==> config.mk <==
export PLATFORM = sky130hd
export DESIGN_NAME = leds_line_driver
export DESIGN_NICKNAME = d
export VERILOG_FILES = /design/src/rtl/leds_line_driver.sv
export SDC_FILE = /design/constraint.sdc
export NUM_CORES = 1
export LEC_CHECK = 0
export BUFFER_PORTS_ARGS = -buffer_cell sky130_fd_sc_hd__buf_4
export CAP_MARGIN = 20
export CELL_PAD_IN_SITES_DETAIL_PLACEMENT = 0
export CELL_PAD_IN_SITES_GLOBAL_PLACEMENT = 2
export CORE_ASPECT_RATIO = 1.4
export CORE_UTILIZATION = 31
export CTS_CLUSTER_DIAMETER = 150
export CTS_CLUSTER_SIZE = 14
export DETAILED_ROUTE_END_ITERATION = 6
export GPL_TIMING_DRIVEN = 0
export HOLD_SLACK_MARGIN = 0.1
export PLACE_DENSITY_LB_ADDON = 0.1
export SLEW_MARGIN = 25
export SYNTH_ARGS = -nofsm -noshare
export SYNTH_HDL_FRONTEND = slang
export SYNTH_SLANG_ARGS = --single-unit
==> constraint.sdc <==
create_clock -name CLK -period 2.2 [get_ports CLK]
set_clock_uncertainty 0.2 [all_clocks]
set_input_delay 0.11 -clock CLK [delete_from_list [all_inputs] [get_ports CLK]]
set_output_delay 0.11 -clock CLK [all_outputs]
set_load 0.01 [all_outputs]
==> src/rtl/leds_line_driver.sv <==
// -----------------------------------------------------------------------------
// leds_line_driver
//
// Serialises one frame of 24-bit GRB pixel words onto a single-wire
// WS2812-style LED strip, then holds the line low for the latch gap.
// Pixels are requested one at a time by index. The upstream frame logic
// answers combinationally on LED_GRB, and the word is captured in a one-cycle
// LOAD state before its 24 bits are sent MSB first (G, R, B).
//
// Ports:
//   CLK              in   system clock, rising edge
//   FORCE_RESET_N    in   synchronous active-low reset
//   START            in   frame request, sampled only while idle
//   LED_INDEX        out  index of the pixel being requested (registered)
//   LED_GRB          in   colour of LED_INDEX: [23:16]=G [15:8]=R [7:0]=B
//   LEDS_LINE        out  serial strip data (registered)
//   BUSY             out  high while a frame or latch gap is in progress
//   TP_UPDATE_FRAME  out  one-cycle pulse once a frame has been latched
//
// Build option:
//   LEDS_LINE_DRIVER_AUTO_REFRESH_EN - when defined, START is ignored and a
//   new frame begins one cycle after the previous one ends, so the strip is
//   refreshed continuously.
// -----------------------------------------------------------------------------
module leds_line_driver #(
    parameter int unsigned NUM_LEDS     = 16,
    parameter int unsigned BIT_CYCLES   = 63,
    parameter int unsigned T0H_CYCLES   = 20,
    parameter int unsigned T1H_CYCLES   = 40,
    parameter int unsigned RESET_CYCLES = 2500,
    localparam int unsigned IDX_W       = (NUM_LEDS > 1) ? $clog2(NUM_LEDS) : 1
) (
    input  logic             CLK,
    input  logic             FORCE_RESET_N,
    input  logic             START,
    output logic [IDX_W-1:0] LED_INDEX,
    input  logic [23:0]      LED_GRB,
    output logic             LEDS_LINE,
    output logic             BUSY,
    output logic             TP_UPDATE_FRAME
);

    // Counter sized for the longest interval it ever has to time.
    localparam int unsigned CNT_MAX = (BIT_CYCLES > RESET_CYCLES) ? BIT_CYCLES : RESET_CYCLES;
    localparam int unsigned CNT_W   = $clog2(CNT_MAX + 1);

    // Terminal counts: the counter runs 0..N-1 within each phase.
    localparam logic [CNT_W-1:0] T0H_LAST = CNT_W'(T0H_CYCLES - 1);
    localparam logic [CNT_W-1:0] T1H_LAST = CNT_W'(T1H_CYCLES - 1);
    localparam logic [CNT_W-1:0] T0L_LAST = CNT_W'(BIT_CYCLES - T0H_CYCLES - 1);
    localparam logic [CNT_W-1:0] T1L_LAST = CNT_W'(BIT_CYCLES - T1H_CYCLES - 1);
    localparam logic [CNT_W-1:0] RST_LAST = CNT_W'(RESET_CYCLES - 1);
    localparam logic [IDX_W-1:0] LAST_IDX = IDX_W'(NUM_LEDS - 1);

    localparam logic [2:0] ST_IDLE  = 3'd0;
    localparam logic [2:0] ST_LOAD  = 3'd1;
    localparam logic [2:0] ST_HIGH  = 3'd2;
    localparam logic [2:0] ST_LOW   = 3'd3;
    localparam logic [2:0] ST_LATCH = 3'd4;

`ifdef LEDS_LINE_DRIVER_AUTO_REFRESH_EN
    localparam bit AUTO_REFRESH = 1'b1;
    // START has no function in this build.
    logic unused_start;
    assign unused_start = START;
    wire  frame_req = 1'b1;
`else
    localparam bit AUTO_REFRESH = 1'b0;
    wire  frame_req = START;
`endif

    logic [2:0]       state_q, state_d;
    logic [CNT_W-1:0] cnt_q, cnt_d;
    logic [4:0]       bit_cnt_q, bit_cnt_d;
    logic [23:0]      shift_q, shift_d;
    logic [IDX_W-1:0] idx_q, idx_d;
    logic             line_q, line_d;
    logic             tp_q, tp_d;
    logic [CNT_W-1:0] high_last;
    logic [CNT_W-1:0] low_last;

    always_comb begin
        state_d   = state_q;
        cnt_d     = cnt_q + 1'b1;
        bit_cnt_d = bit_cnt_q;
        shift_d   = shift_q;
        idx_d     = idx_q;
        tp_d      = 1'b0;

        // The MSB of the shift register is the bit currently on the wire;
        // it stays stable across both the HIGH and LOW phases of that bit.
        high_last = shift_q[23] ? T1H_LAST : T0H_LAST;
        low_last  = shift_q[23] ? T1L_LAST : T0L_LAST;

        case (state_q)
            ST_IDLE: begin
                cnt_d = '0;
                if (AUTO_REFRESH || frame_req) begin
                    state_d = ST_LOAD;
                    idx_d   = '0;
                end
            end
            ST_LOAD: begin
                // Only the colour present during this cycle is ever used.
                shift_d   = LED_GRB;
                bit_cnt_d = 5'd23;
                cnt_d     = '0;
                state_d   = ST_HIGH;
            end
            ST_HIGH: begin
                if (cnt_q == high_last) begin
                    cnt_d   = '0;
                    state_d = ST_LOW;
                end
            end
            ST_LOW: begin
                if (cnt_q == low_last) begin
                    cnt_d = '0;
                    if (bit_cnt_q != 5'd0) begin
                        shift_d   = {shift_q[22:0], 1'b0};
                        bit_cnt_d = bit_cnt_q - 5'd1;
                        state_d   = ST_HIGH;
                    end else if (idx_q < LAST_IDX) begin
                        idx_d   = idx_q + 1'b1;
                        state_d = ST_LOAD;
                    end else begin
                        state_d = ST_LATCH;
                    end
                end
            end
            ST_LATCH: begin
                if (cnt_q == RST_LAST) begin
                    cnt_d   = '0;
                    tp_d    = 1'b1;
                    state_d = ST_IDLE;
                end
            end
            default: begin
                cnt_d   = '0;
                state_d = ST_IDLE;
            end
        endcase

        // The line register follows the next state so that LEDS_LINE is
        // high exactly during the cycles the FSM spends in HIGH.
        line_d = (state_d == ST_HIGH);
    end

    always_ff @(posedge CLK) begin
        if (!FORCE_RESET_N) begin
            state_q   <= ST_IDLE;
            cnt_q     <= '0;
            bit_cnt_q <= '0;
            shift_q   <= '0;
            idx_q     <= '0;
            line_q    <= 1'b0;
            tp_q      <= 1'b0;
        end else begin
            state_q   <= state_d;
            cnt_q     <= cnt_d;
            bit_cnt_q <= bit_cnt_d;
            shift_q   <= shift_d;
            idx_q     <= idx_d;
            line_q    <= line_d;
            tp_q      <= tp_d;
        end
    end

    assign LED_INDEX       = idx_q;
    assign LEDS_LINE       = line_q;
    assign BUSY            = (state_q != ST_IDLE);
    assign TP_UPDATE_FRAME = tp_q;

endmodule
-- Word-level counts from Yosys, hierarchy flattened
Index checks and enable logic that the tools add are counted.
- flip-flop bits (word level): 50
- input port bits: 27
- output and inout port bits: 7
- word-level logic and storage cells: 57
- $add $sub $neg: 3
- order comparisons: 1
- equality and inequality tests: 13
- muxes and demuxes: 25
- reductions and logical operators: 8
- operator list (operator ; count):
    $mux W24 ; 2
    $pmux W24 S2 ; 1
    $mux W12 ; 3
    $pmux W12 S3 ; 1
    $eq A12 B6 Y1 ; 2
    $mux W3 ; 6
    $mux W4 ; 4
    $pmux W3 S5 ; 1
    $add A12 B1 Y12 const B ; 1
    $eq A12 B12 Y1 const B ; 1
    $mux W6 ; 2
    $mux W5 ; 2
    $ne A2 B2 Y1 const B ; 5
    $pmux W5 S2 ; 1
    $eq A3 B2 Y1 const B ; 3
    $pmux W4 S2 ; 1
    $reduce_and A5 Y1 ; 1
    $reduce_bool A5 Y1 ; 1
    $sub A5 B1 Y5 const B ; 1
    $add A4 B1 Y4 const B ; 1
    $lt A4 B4 Y1 const B ; 1
    $reduce_bool A2 Y1 ; 2
    $eq A3 B1 Y1 const B ; 1
    $eq A3 B3 Y1 const B ; 1
    other kinds (5) ; 5

-- Logic depth before layout (Yosys ltp)
Gate-level depths: netlist of the first run.
- depth after elaboration: 6
- gate-level depth with buffers: 9
- gate-level depth less buffers: 7

-- Worst setup path after synthesis of the first run
No wires, ideal clock.
- path kind: flip-flop to flip-flop
- from: register bit_cnt_q[0]
- to: register bit_cnt_q[3]
- library setup time: 0.086 ns
- data arrival time: 1.744 ns
- required time: 1.914 ns
- setup slack: 0.170 ns
- cell stages (with the launch flop): 8
- path buffers: 0
- clock period less this slack: 2.030 ns
- cells stage by stage: dfxtp_1 -> inv_1 -> ha_1 -> nor4b_4 -> nor4bb_2 -> a31oi_2 -> or3_1 -> a211oi_1
- cells in the longest elaborated chain, start to end: 4
- elaborated cells on any way between the ends: 7
- classes of those cells: add/sub: 1; eq/ne: 1; mux: 3; reduce/logical: 2
- ends and longest elaborated chain (element ; RTL line ; RTL):
    start: declaration ; 74 ; logic [4:0] bit_cnt_q, bit_cnt_d;
    start signal: assignment ; 161 ; bit_cnt_q <= bit_cnt_d;
    $sub A5 B1 Y5 ; 121 ; bit_cnt_d = bit_cnt_q - 5'd1;
    $mux W5 ; 119 ; if (bit_cnt_q != 5'd0) begin
    $mux W5 ; 117 ; if (cnt_q == low_last) begin
    $pmux W5 S2 ; 95 ; case (state_q)
Several ways; a longest one is shown, not always the timed one. The select of a mux whose other input is x is not followed.
A chain may end at the register's enable or synchronous reset.

-- Worst setup path in the final report of the first run
- from: register bit_cnt_q[1]
- to: register idx_q[3] (netlist: LED_INDEX[3])
- cells in the longest elaborated chain, start to end: 3
- ends and longest elaborated chain (element ; RTL line ; RTL):
    $reduce_bool A5 Y1 ; 119 ;
    $ne A2 B2 Y1 (no source line) ; n/a ;
    $reduce_and A5 Y1 (no source line) ; n/a ;
    end signal: assignment ; 163 ; idx_q <= idx_d;
    end: declaration ; 76 ; logic [IDX_W-1:0] idx_q, idx_d;
Every way passes these cells.

==> results of run 1 <==
## through the flow
step	setup WS, ns	cells
2_1_floorplan	0.1704	288
3_3_place_gp	-0.04012	417
3_5_place_dp	-0.06598	417
4_1_cts	0.0001232	456
5_1_grt	-0.04013	469
6_report	0.04296	469
## area by class of cell
cell class / instances / share of cell area, %
Buffer: 20 / 3.698
Clock buffer: 7 / 2.212
Clock inverter: 1 / 0.8702
Inverter: 5 / 0.5439
Multi-Input combinational cell: 213 / 40.90
Sequential cell: 50 / 29.15
Tap cell: 97 / 3.517
Timing Repair Buffer: 76 / 19.11
## final timing paths
| check | cells past startpoint | slack [ns] | endpoint | from |
|---|---|---|---|---|
| max | 8 | 0.04 | LED_INDEX[3] | bit_cnt_q[1] |
| max reg2reg | 8 | 0.04 | LED_INDEX[3] | bit_cnt_q[1] |
| min reg2reg | 1 | 0.27 | cnt_q[0] | cnt_q[0] |
| min | 1 | 0.27 | cnt_q[0] | cnt_q[0] |
## synthesized netlist by cell type, types with 4 or more instances
cell | number | area (µm²)
nand2_1 | 54 | 202.7
a311oi_1 | 25 | 219.0
inv_1 | 5 | 18.77
dfxtp_1 | 50 | 1001
ha_1 | 5 | 62.56
o21ai_0 | 4 | 20.02
nand3_1 | 11 | 55.05
clkbuf_1 | 8 | 30.03
xor2_1 | 8 | 70.07
a211oi_1 | 4 | 30.03
nor2_1 | 45 | 168.9
buf_2 | 9 | 45.04
or3_1 | 4 | 25.02
a21oi_1 | 4 | 20.02
## flip-flops by register name, indices dropped and copies added (netlist names)
register         flops
TP_UPDATE_FRAME      1
bit_cnt_q            5
cnt_q               12
state_q              3
LED_INDEX            4
LEDS_LINE            1
shift_q             24
## critical path, cell delays in order (launching register included)
cell	delay, ns
dfxtp_2	0.35
inv_2	0.08
ha_4	0.12
nor4b_4	0.28
buf_4	0.19
a32oi_2	0.16
nand4b_1	0.24
or3_1	0.32
a21oi_1	0.14
## power by group through the flow
| stage | Sequential [mW] | Combinational [mW] | Clock (mW) |
|---|---|---|---|
| after floorplan | 1.02 | 0.212 | 0 |
| after global placement | 1.02 | 0.306 | 0 |
| after detailed placement | 1.02 | 0.309 | 0 |
| after CTS | 1.00 | 0.375 | 0.678 |
| after global routing | 1.01 | 0.488 | 0.719 |
| final | 1.01 | 0.442 | 0.650 |
## timing repair
| item | in CTS | in global routing |
|---|---|---|
| endpoints found under the hold margin | 33 | 0 |
| resized for setup | 10 | 24 |
| pin swaps | 7 | 14 |
| cloned | 1 | 1 |
| buffers inserted | 3 | 14 |
| endpoints found under the setup margin | 27 | 40 |
| hold buffers | 27 | 0 |
## logic make-up (layout without fill, tap and decap cells)
kind of cell	Yosys count	after routing	synth area share (%)
XOR/XNOR	10	10	3.586
adder cells (fa/ha/maj)	5	5	2.561
AO/OA/AOI/OAI	52	52	18.70
buffers and inverters	25	109	4.764
flip-flops	50	50	40.98
AND/OR/NAND/NOR	146	146	29.41
## per-layer routing
layer / up-vias / global-route usage [%] / share of wire, %
li1: 1189 / - / -
met1: 1082 / 18.87 / 45
met2: 19 / 29.02 / 52
met3: 5 / 2.809 / 1.8
met4: 0 / 4.447 / 1.2
met5: - / 0 / 0
==> results.md, run 1 <==
- Status: completed
- DRT iter0 DRCs: 59
- GRT Total Usage: 15.89%
- Hold WC Path Type: reg -> reg
- Yosys reg bits: 50
- Routed len/inst: 13.42 µm
- Total global routing overflow: 0
- Vias per inst: 4.893
- Combinational power share: 21.1%
- H-tree depth: 2
- Slew HR: 63.25%
- Final Setup Violations: 0
- Row cnt: 37
- Fraction of registers with async set/reset: 0%
- Cell Int Power: 1.546 mW
- Post-layout util: 46.01%
- Critical path data required time: 2.23 ns
- Register area: 0.001006 mm²
- I/O pin count: 34
- Measured slew at the worst slew-check pin: 0.5513 ns
- Nets: 403
- Kind of critical path: reg -> reg
- Vias in the first global route: 2,231
- Via count: 2,295
- Worst IR Drop VDD: 0.0003215 V
- Fin crit period: 2.157 ns
- HPWL after detailed placement: 4183 µm
- Reg power frac: 48.0%
- Most frequent cells in the layout: nand2_1, buf_4, dfxtp_1
- Die W: 77.02 µm
- Initial core utilization: 32.57%
- Worst EP arrival: 2.19 ns
- Number of antenna violations at the first check in global routing: 0
- Dominant register cell in the synthesized netlist: dfxtp_1
- Clk_lat worst skew: 0.30 ns
- Largest net degree at the start of global routing: 15
- Hold Vio Cnt, Final: 0
- Clock root buffer: clkbuf_8
- Max Freq: 463.6 MHz
- Synth warn: 0
- Area of the multi-input gates: 0.001411 mm²
- Leakage: 1.333 nW
- Antenna cells: 0
- Share of cells above drive strength 1: 26.61%
- Post-synthesis cell count: 288
- P&R area growth vs syn: 41.29%
- Setup TNS: 0 ns
- Synth cell types: 52
- DRT Wirelength: 6293 µm
- Endpoint class of the critical path: flop
- EDFF count, synth: 0
- Switching Fraction: 26.26%
- Remaining DRCs: 0
- Syn Area/Cell: 8.480 µm²
- CTS tree: built
- Design Area, Final: 0.003451 mm²
- Mapped Area: 0.002442 mm²
- Max FO, Critical Path: 7
- Crit share post-route: 98.05%
- CTS sink cnt: 50
- Max_cap viols: 0
- Pwr dens: 607.7 mW/mm²
- Sw power: 0.5508 mW
- Max Slew Vio Count: 0
- Nature of the critical path startpoint: flop
- Unrepaired setup endpoints after global routing: yes
- Tot Pwr: 2.097 mW
- Routability cong.: 0.7251
- WHS: 0.2707 ns
- Die area: 0.008242 mm²
- Seq/Total Area, Yosys: 40.98%
- Routed Antenna Nets: 0
- Placed Area: 0.002804 mm²
- Clock Path Buffers: 2
- Commonest non-fill, non-tap cell in the layout: nand2_1
- Port bufs: 32
- # fillers: 774
- CORE AREA: 0.007500 mm²
- Clock transition at path regs: 0.09 ns
- Clock Power Share: 31.0%
- DR pass1 iterations: 4
- Total CTS buffers: 5
- First-pass GRT wire length: 10,490 µm
- Syn_nets: 320
- Die Ht: 107.0 µm
Power figures use the tool's default switching activity.
==> inputs of run 2 (changes only) <==
--- a/config.mk
+++ b/config.mk
@@ -10,7 +10,7 @@
 export CELL_PAD_IN_SITES_DETAIL_PLACEMENT = 0
 export CELL_PAD_IN_SITES_GLOBAL_PLACEMENT = 2
 export CORE_ASPECT_RATIO = 1.4
-export CORE_UTILIZATION = 31
+export CORE_UTILIZATION = 37
 export CTS_CLUSTER_DIAMETER = 150
 export CTS_CLUSTER_SIZE = 14
 export DETAILED_ROUTE_END_ITERATION = 6
==> constraint.sdc (replaced) <==
create_clock -name CLK -period 2.73 [get_ports CLK]
set_clock_uncertainty 0.2 [all_clocks]
set_input_delay 0.1365 -clock CLK [delete_from_list [all_inputs] [get_ports CLK]]
set_output_delay 0.1365 -clock CLK [all_outputs]
set_load 0.01 [all_outputs]
==> run 2 against run 1 <==
  * Combinational power shrank 38%
  * Hold slack gained 0.010 ns
  * Critical path depth grew 1
  * Design area shrank 8.7%
  * Core utilization grew 4.0 points
  * Sequential power shrank 20%
  * Total power shrank 24%
  * Final cell count shrank 9.0%
  * Non-clock buffer count shrank 17
  * Via count shrank 2.8%
  * First-iteration DRC count shrank 1.7%
  * Routed wire length shrank 9.2%
  * Critical path type unchanged
  * Critical endpoint is now shift_q[20]
  * Largest power group unchanged
==> results.md, run 2 (synthesis results as in run 1) <==
- Status: completed
- Initial core utilization: 38.79% (+6.2 points)
- Hold Vio Cnt, Final: 0 (unchanged)
- Clk_lat worst skew: 0.30 ns (about the same)
- Buf+Inv Stages, Crit Path: 3 (+1)
- Row cnt: 34 (-8.1%)
- Endpoint class of the critical path: flop
- Total CTS buffers: 5 (unchanged)
- Design Area, Final: 0.003149 mm² (-8.7%)
- CORE AREA: 0.006296 mm² (-16%)
- DRT Wirelength: 5714 µm (-9.2%)
- Die Ht: 98.13 µm (-8.3%)
- Via count: 2,230 (-2.8%)
- Critical path data required time: 2.74 ns (+0.51 ns)
- Largest register FFs: 24 (unchanged)
- Largest net degree at the start of global routing: 15 (unchanged)
- Unrepaired setup endpoints after global routing: no
- Antenna cells: 0 (unchanged)
- First-pass GRT wire length: 9970 µm (-5.0%)
- Max Freq: 440.5 MHz (-5.0%)
- Crit-path cells: inv_1 -> ha_1 -> nor4b_4 -> nor4bb_2 -> a31o_1 -> buf_2 -> buf_4 -> nor2_1 -> a311oi_1
- Reg2Reg Setup Slack: 0.46 ns (+0.42 ns)
- Max Slew Vio Count: 0 (unchanged)
- Largest registers: shift_q (24), cnt_q (12), bit_cnt_q (5)
- DRT iter0 DRCs: 58 (-1.7%)
- Most frequent cells in the layout: nand2_1, dfxtp_1, nor2_1
- Remaining DRCs: 0 (unchanged)
- Routed len/inst: 13.38 µm (-0.27%)
- Max FO, Critical Path: 10 (+3)
- Worst setup margin: 0.4599 ns (+0.4169 ns)
- Measured slew at the worst slew-check pin: 0.5073 ns (-0.04398 ns)
- Worst EP arrival: 2.28 ns (+0.09 ns)
- Setup WS pre-CTS: 0.4704 ns (+0.5364 ns)
- H-tree depth: 2 (unchanged)
- Kind of critical path: reg -> reg
- Nature of the critical path startpoint: flop
- Commonest non-fill, non-tap cell in the layout: nand2_1
- Routed Antenna Nets: 0 (unchanged)
- HPWL after detailed placement: 4023 µm (-3.8%)
- Placed Area: 0.002773 mm² (-1.1%)
- Routability cong.: 0.7330 (+1.1%)
- Share of cells above drive strength 1: 17.75% (-8.9 points)
- Area of the multi-input gates: 0.001325 mm² (-6.1%)
- Post-CTS Setup Inserts: 0 (-3)
- Critical path's top delay family: simple AND/OR/NAND/NOR gates
- Die area: 0.006934 mm² (-16%)
- Clock transition at path regs: 0.09 ns (about the same)
- Vias in the first global route: 2,157 (-3.3%)
- Port bufs: 32 (unchanged)
- Clock root buffer: clkbuf_8
- Worst IR Drop VDD: 0.0002805 V (-13%)
- Top reg by flops: shift_q
- WHS: 0.2807 ns (+0.009978 ns)
- Total global routing overflow: 0 (unchanged)
- Final Setup Violations: 0 (unchanged)
- Hold WC Path Type: reg -> reg
- Crit-path slowest cell: dfxtp_1
- CTS tree: built
- Register area: 0.001001 mm² (-0.50%)
- GRT Total Usage: 17.82% (+1.9 points)
- Slew HR: 66.03% (+2.8 points)
- Clock Path Buffers: 2 (unchanged)
- I/O pin count: 34 (unchanged)
- Crit share post-route: 83.15% (-15 points)
- Worst path max stage delay: 0.37 ns (+0.02 ns)
- P&R area growth vs syn: 28.94%
- Vias per inst: 5.222 (+6.7%)
- DR pass1 iterations: 4 (unchanged)
- # fillers: 647 (-16%)
- CTS sink cnt: 50 (unchanged)
- Pwr dens: 508.2 mW/mm² (-16%)
- Max_cap viols: 0 (unchanged)
- Leakage: 1.220 nW (-8.5%)
- Fin crit period: 2.270 ns (+0.1131 ns)
- Number of antenna violations at the first check in global routing: 0 (unchanged)
- Setup TNS: 0 ns (unchanged)
- Die W: 70.67 µm (-8.2%)
- Nets: 386 (-4.2%)
==> run 2: cell count changes in the layout (fill, tap and decap cells not counted), sizes merged <==
cell    before  now
buf         57   44
clkbuf      19   15
==> run 2: through the flow <==
step / cells / power (mW) / utilization (%)
after floorplan: 288 / 0.9896 / -
after detailed placement: 392 / 1.072 / 44.04
after global routing: 427 / 1.690 / 50.02
after CTS: 427 / 1.624 / 50.02
final: 427 / 1.600 / 50.02
after global placement: 392 / 1.068 / 44.04
==> run 2: where the power goes <==
group	internal (mW)	switching [mW]	total (mW)
Clock	0.275	0.242	0.517
Sequential	0.776	0.0317	0.808
Combinational	0.139	0.136	0.275
==> run 2: final timing paths <==
kind	startpoint	endpoint	depth (start not counted)
worst max-delay path	bit_cnt_q[1]	shift_q[20]	9
worst min register to register	shift_q[6]	shift_q[7]	2
worst min-delay path	shift_q[6]	shift_q[7]	2
worst max register to register	bit_cnt_q[1]	shift_q[20]	9
==> run 2: final cells by class <==
| type | count | area share (%) |
|---|---|---|
| Clock buffer | 7 | 2.424 |
| Tap cell | 72 | 2.861 |
| Sequential cell | 50 | 31.78 |
| Buffer | 20 | 3.099 |
| Inverter | 5 | 0.5959 |
| Clock inverter | 1 | 0.9535 |
| Multi-Input combinational cell | 213 | 42.07 |
| Timing Repair Buffer | 59 | 16.21 |
==> run 2: routing by layer <==
layer | GRT usage, % | part of all wire (%)
met1 | 22.13 | 45
met5 | 0 | 0
met4 | 6.000 | 1.4
met2 | 31.22 | 51
met3 | 2.786 | 2.2
==> run 2: worst reg2reg max path: stages, from the launching register on <==
cell      delay, ns
dfxtp_1        0.37
inv_1          0.07
ha_1           0.18
nor4b_4        0.15
nor4bb_2       0.36
a31o_1         0.19
buf_2          0.16
buf_4          0.19
nor2_1         0.06
a311oi_1       0.26
==> run 2: repair_timing <==
action | in CTS | in global routing
endpoints found under the hold margin | 33 | 0
gates resized for setup | 0 | 0
setup endpoints to repair | 0 | 0
hold buffers | 27 | 0
==> inputs of run 3 (changes only) <==
--- a/config.mk
+++ b/config.mk
@@ -10,7 +10,7 @@
 export CELL_PAD_IN_SITES_DETAIL_PLACEMENT = 0
 export CELL_PAD_IN_SITES_GLOBAL_PLACEMENT = 2
 export CORE_ASPECT_RATIO = 1.4
-export CORE_UTILIZATION = 37
+export CORE_UTILIZATION = 34
 export CTS_CLUSTER_DIAMETER = 150
 export CTS_CLUSTER_SIZE = 14
 export DETAILED_ROUTE_END_ITERATION = 6
==> constraint.sdc (replaced) <==
create_clock -name CLK -period 2.25 [get_ports CLK]
set_clock_uncertainty 0.2 [all_clocks]
set_input_delay 0.1125 -clock CLK [delete_from_list [all_inputs] [get_ports CLK]]
set_output_delay 0.1125 -clock CLK [all_outputs]
set_load 0.01 [all_outputs]
==> run 3 against run 2 <==
  * Sequential power increased by 22%
  * Critical path depth up 1
  * Setup slack lost 0.41 ns
  * Clock power up 22%
  * Non-clock buffer count up 8
  * Clock-buffer cell count stayed put
  * Register-to-register slack worse by 0.41 ns
  * Core utilization is 1.6 points lower
  * Hold slack worse by 0.022 ns
  * Combinational power up 43%
  * Via count rose by 0.85%
==> results.md, run 3 (synthesis results as in run 1) <==
- Status: completed
- Nets: 394 (+2.1%)
- Remaining DRCs: 0 (unchanged)
- Die W: 73.63 µm (+4.2%)
- Setup WS pre-CTS: -0.003674 ns (-0.4741 ns)
- Commonest non-fill, non-tap cell in the layout: nand2_1
- DP Cell Count: 415 (+5.9%)
- Measured slew at the worst slew-check pin: 0.4929 ns (-0.01437 ns)
- Pwr dens: 597.6 mW/mm² (+18%)
- Port bufs: 32 (unchanged)
- Met3 GRT Util: 2.663% (-0.12 points)
- Max FO, Critical Path: 6 (-4)
- Antenna cells: 0 (unchanged)
- CTS sink cnt: 50 (unchanged)
- Worst EP arrival: 2.20 ns (-0.08 ns)
- Largest register FFs: 24 (unchanged)
- Leakage: 1.287 nW (+5.4%)
- HPWL after detailed placement: 4074 µm (+1.3%)
- Clk_lat worst skew: 0.31 ns (about the same)
- Crit-path cells: inv_4 -> ha_4 -> nor4b_4 -> nor4bb_4 -> a31o_1 -> buf_6 -> buf_8 -> buf_6 -> buf_4 -> o311a_1
- DRT iter0 DRCs: 85 (+47%)
- M2 GR Usage: 29.29% (-1.9 points)
- Setup TNS: 0 ns (unchanged)
- Max Slew Vio Count: 0 (unchanged)
- Critical path's top delay family: buffers and inverters
- Worst IR Drop VDD: 0.0002890 V (+3.0%)
- Via count: 2,249 (+0.85%)
- Routability cong.: 0.6884 (-6.1%)
- Critical path depth: 10 (+1)
- Placed Area: 0.002801 mm² (+1.0%)
- DRT Wirelength: 5948 µm (+4.1%)
- Hold Vio Cnt, Final: 0 (unchanged)
- Vias in the first global route: 2,122 (-1.6%)
- Clock root buffer: clkbuf_8
- Unrepaired setup endpoints after global routing: yes
- GR peak layer: met2
- # fillers: 703 (+8.7%)
- Die area: 0.007531 mm² (+8.6%)
- Sw power: 0.5213 mW (+27%)
- Hold WC Path Type: reg -> reg
- Largest registers: shift_q (24), cnt_q (12), bit_cnt_q (5)
- Buf+Inv Stages, Crit Path: 5 (+2)
- Final Setup Violations: 0 (unchanged)
- Register area: 0.001005 mm² (+0.37%)
- Share of cells above drive strength 1: 22.87% (+5.1 points)
- Combinational power share: 19.6% (+2.4 points)
- Reg power frac: 49.0% (-1.5 points)
- DR pass1 iterations: 4 (unchanged)
- H-tree depth: 2 (unchanged)
- Met1 Track Usage GR: 19.84% (-2.3 points)
- Worst setup margin: 0.05408 ns (-0.4058 ns)
- I/O pin count: 34 (unchanged)
- CTS tree: built
- GRT Total Usage: 16.50% (-1.3 points)
- Initial core utilization: 35.21% (-3.6 points)
- Switching Fraction: 26.00% (+0.36 points)
- Total CTS buffers: 5 (unchanged)
- Crit-path slowest cell: dfxtp_2
- Max_cap viols: 0 (unchanged)
- Worst path max stage delay: 0.35 ns (-0.02 ns)
- CORE AREA: 0.006937 mm² (+10%)
- Largest net degree at the start of global routing: 15 (unchanged)
- Fin cells: 458 (+7.3%)
- Most used cell, CP: buf_6
- Die Ht: 102.3 µm (+4.2%)
- Critical path data required time: 2.26 ns (-0.48 ns)
- Max Freq: 455.4 MHz (+3.4%)
- Crit share post-route: 97.60% (+14 points)
- Nature of the critical path startpoint: flop
- Row cnt: 36 (+5.9%)
- Clock Path Buffers: 2 (unchanged)
- Design Area, Final: 0.003356 mm² (+6.6%)
- Slew HR: 66.89% (+0.85 points)
- Most frequent cells in the layout: nand2_1, dfxtp_1, nor2_1
- Area of the multi-input gates: 0.001403 mm² (+5.9%)
- Top reg by flops: shift_q
- Total global routing overflow: 0 (unchanged)
- Clock Power Share: 31.4% (-0.9 points)
- Worst reg2reg path depth: 10 (+1)
- Vias per inst: 4.910 (-6.0%)
- Clock transition at path regs: 0.09 ns (about the same)
- Endpoint class of the critical path: flop
- First-pass GRT wire length: 9666 µm (-3.0%)
- Worst hold path depth: 1 (-1)
- Cell Int Power: 1.484 mW (+25%)
- Number of antenna violations at the first check in global routing: 0 (unchanged)
- Kind of critical path: reg -> reg
- Fin crit period: 2.196 ns (-0.07418 ns)
- Routed len/inst: 12.99 µm (-3.0%)
- P&R area growth vs syn: 37.40%
- Routed Antenna Nets: 0 (unchanged)
==> run 3: cell types whose count changed in the layout (fill, tap and decap cells not counted), sizes merged <==
cell,previous run,this run
buf,44,50
clkbuf,15,17
==> run 3: final timing paths <==
check                                   from            to  slack, ns
worst min-delay path                cnt_q[0]      cnt_q[0]       0.26
worst min register to register      cnt_q[0]      cnt_q[0]       0.26
worst max register to register  bit_cnt_q[0]  bit_cnt_q[4]       0.05
worst max-delay path            bit_cnt_q[0]  bit_cnt_q[4]       0.05
==> run 3: power by group through the flow <==
stage | Sequential [mW] | Clock [mW] | Combinational [mW]
floorplan | 0.993 | 0 | 0.207
global placement | 1.00 | 0 | 0.298
detailed placement | 1.00 | 0 | 0.298
CTS | 0.981 | 0.660 | 0.343
global route | 0.992 | 0.687 | 0.435
finish | 0.983 | 0.630 | 0.393
==> run 3: timing repair <==
| item | in CTS | in global routing |
|---|---|---|
| setup buffers | 0 | 9 |
| hold endpoints to repair | 33 | 0 |
| pin swaps | 1 | 17 |
| hold buffers | 27 | 0 |
| setup endpoints to repair | 12 | 39 |
| resized for setup | 4 | 26 |
==> run 3: final cells by class <==
class,instances,area share (%)
sequential,50,29.94
buffer,20,3.803
clock buffer,7,2.274
tap,95,3.542
multi-input combinational,213,41.80
timing repair buffer,67,17.11
clock inverter,1,0.8949
inverter,5,0.6339
==> run 3: through the flow <==
step	util (%)	hold slack, ns	total power, mW
2_1_floorplan	-	0.07329	1.201
3_3_place_gp	40.39	0.1811	1.299
3_5_place_dp	40.39	0.1890	1.300
4_1_cts	46.01	0.2824	1.984
5_1_grt	48.38	0.2861	2.114
6_report	48.38	0.2590	2.005
==> run 3: routing by layer <==
layer,wire (µm),vias up
met5,0,-
met4,80,0
met3,161,7
met2,3069,35
met1,2636,1035
li1,-,1172
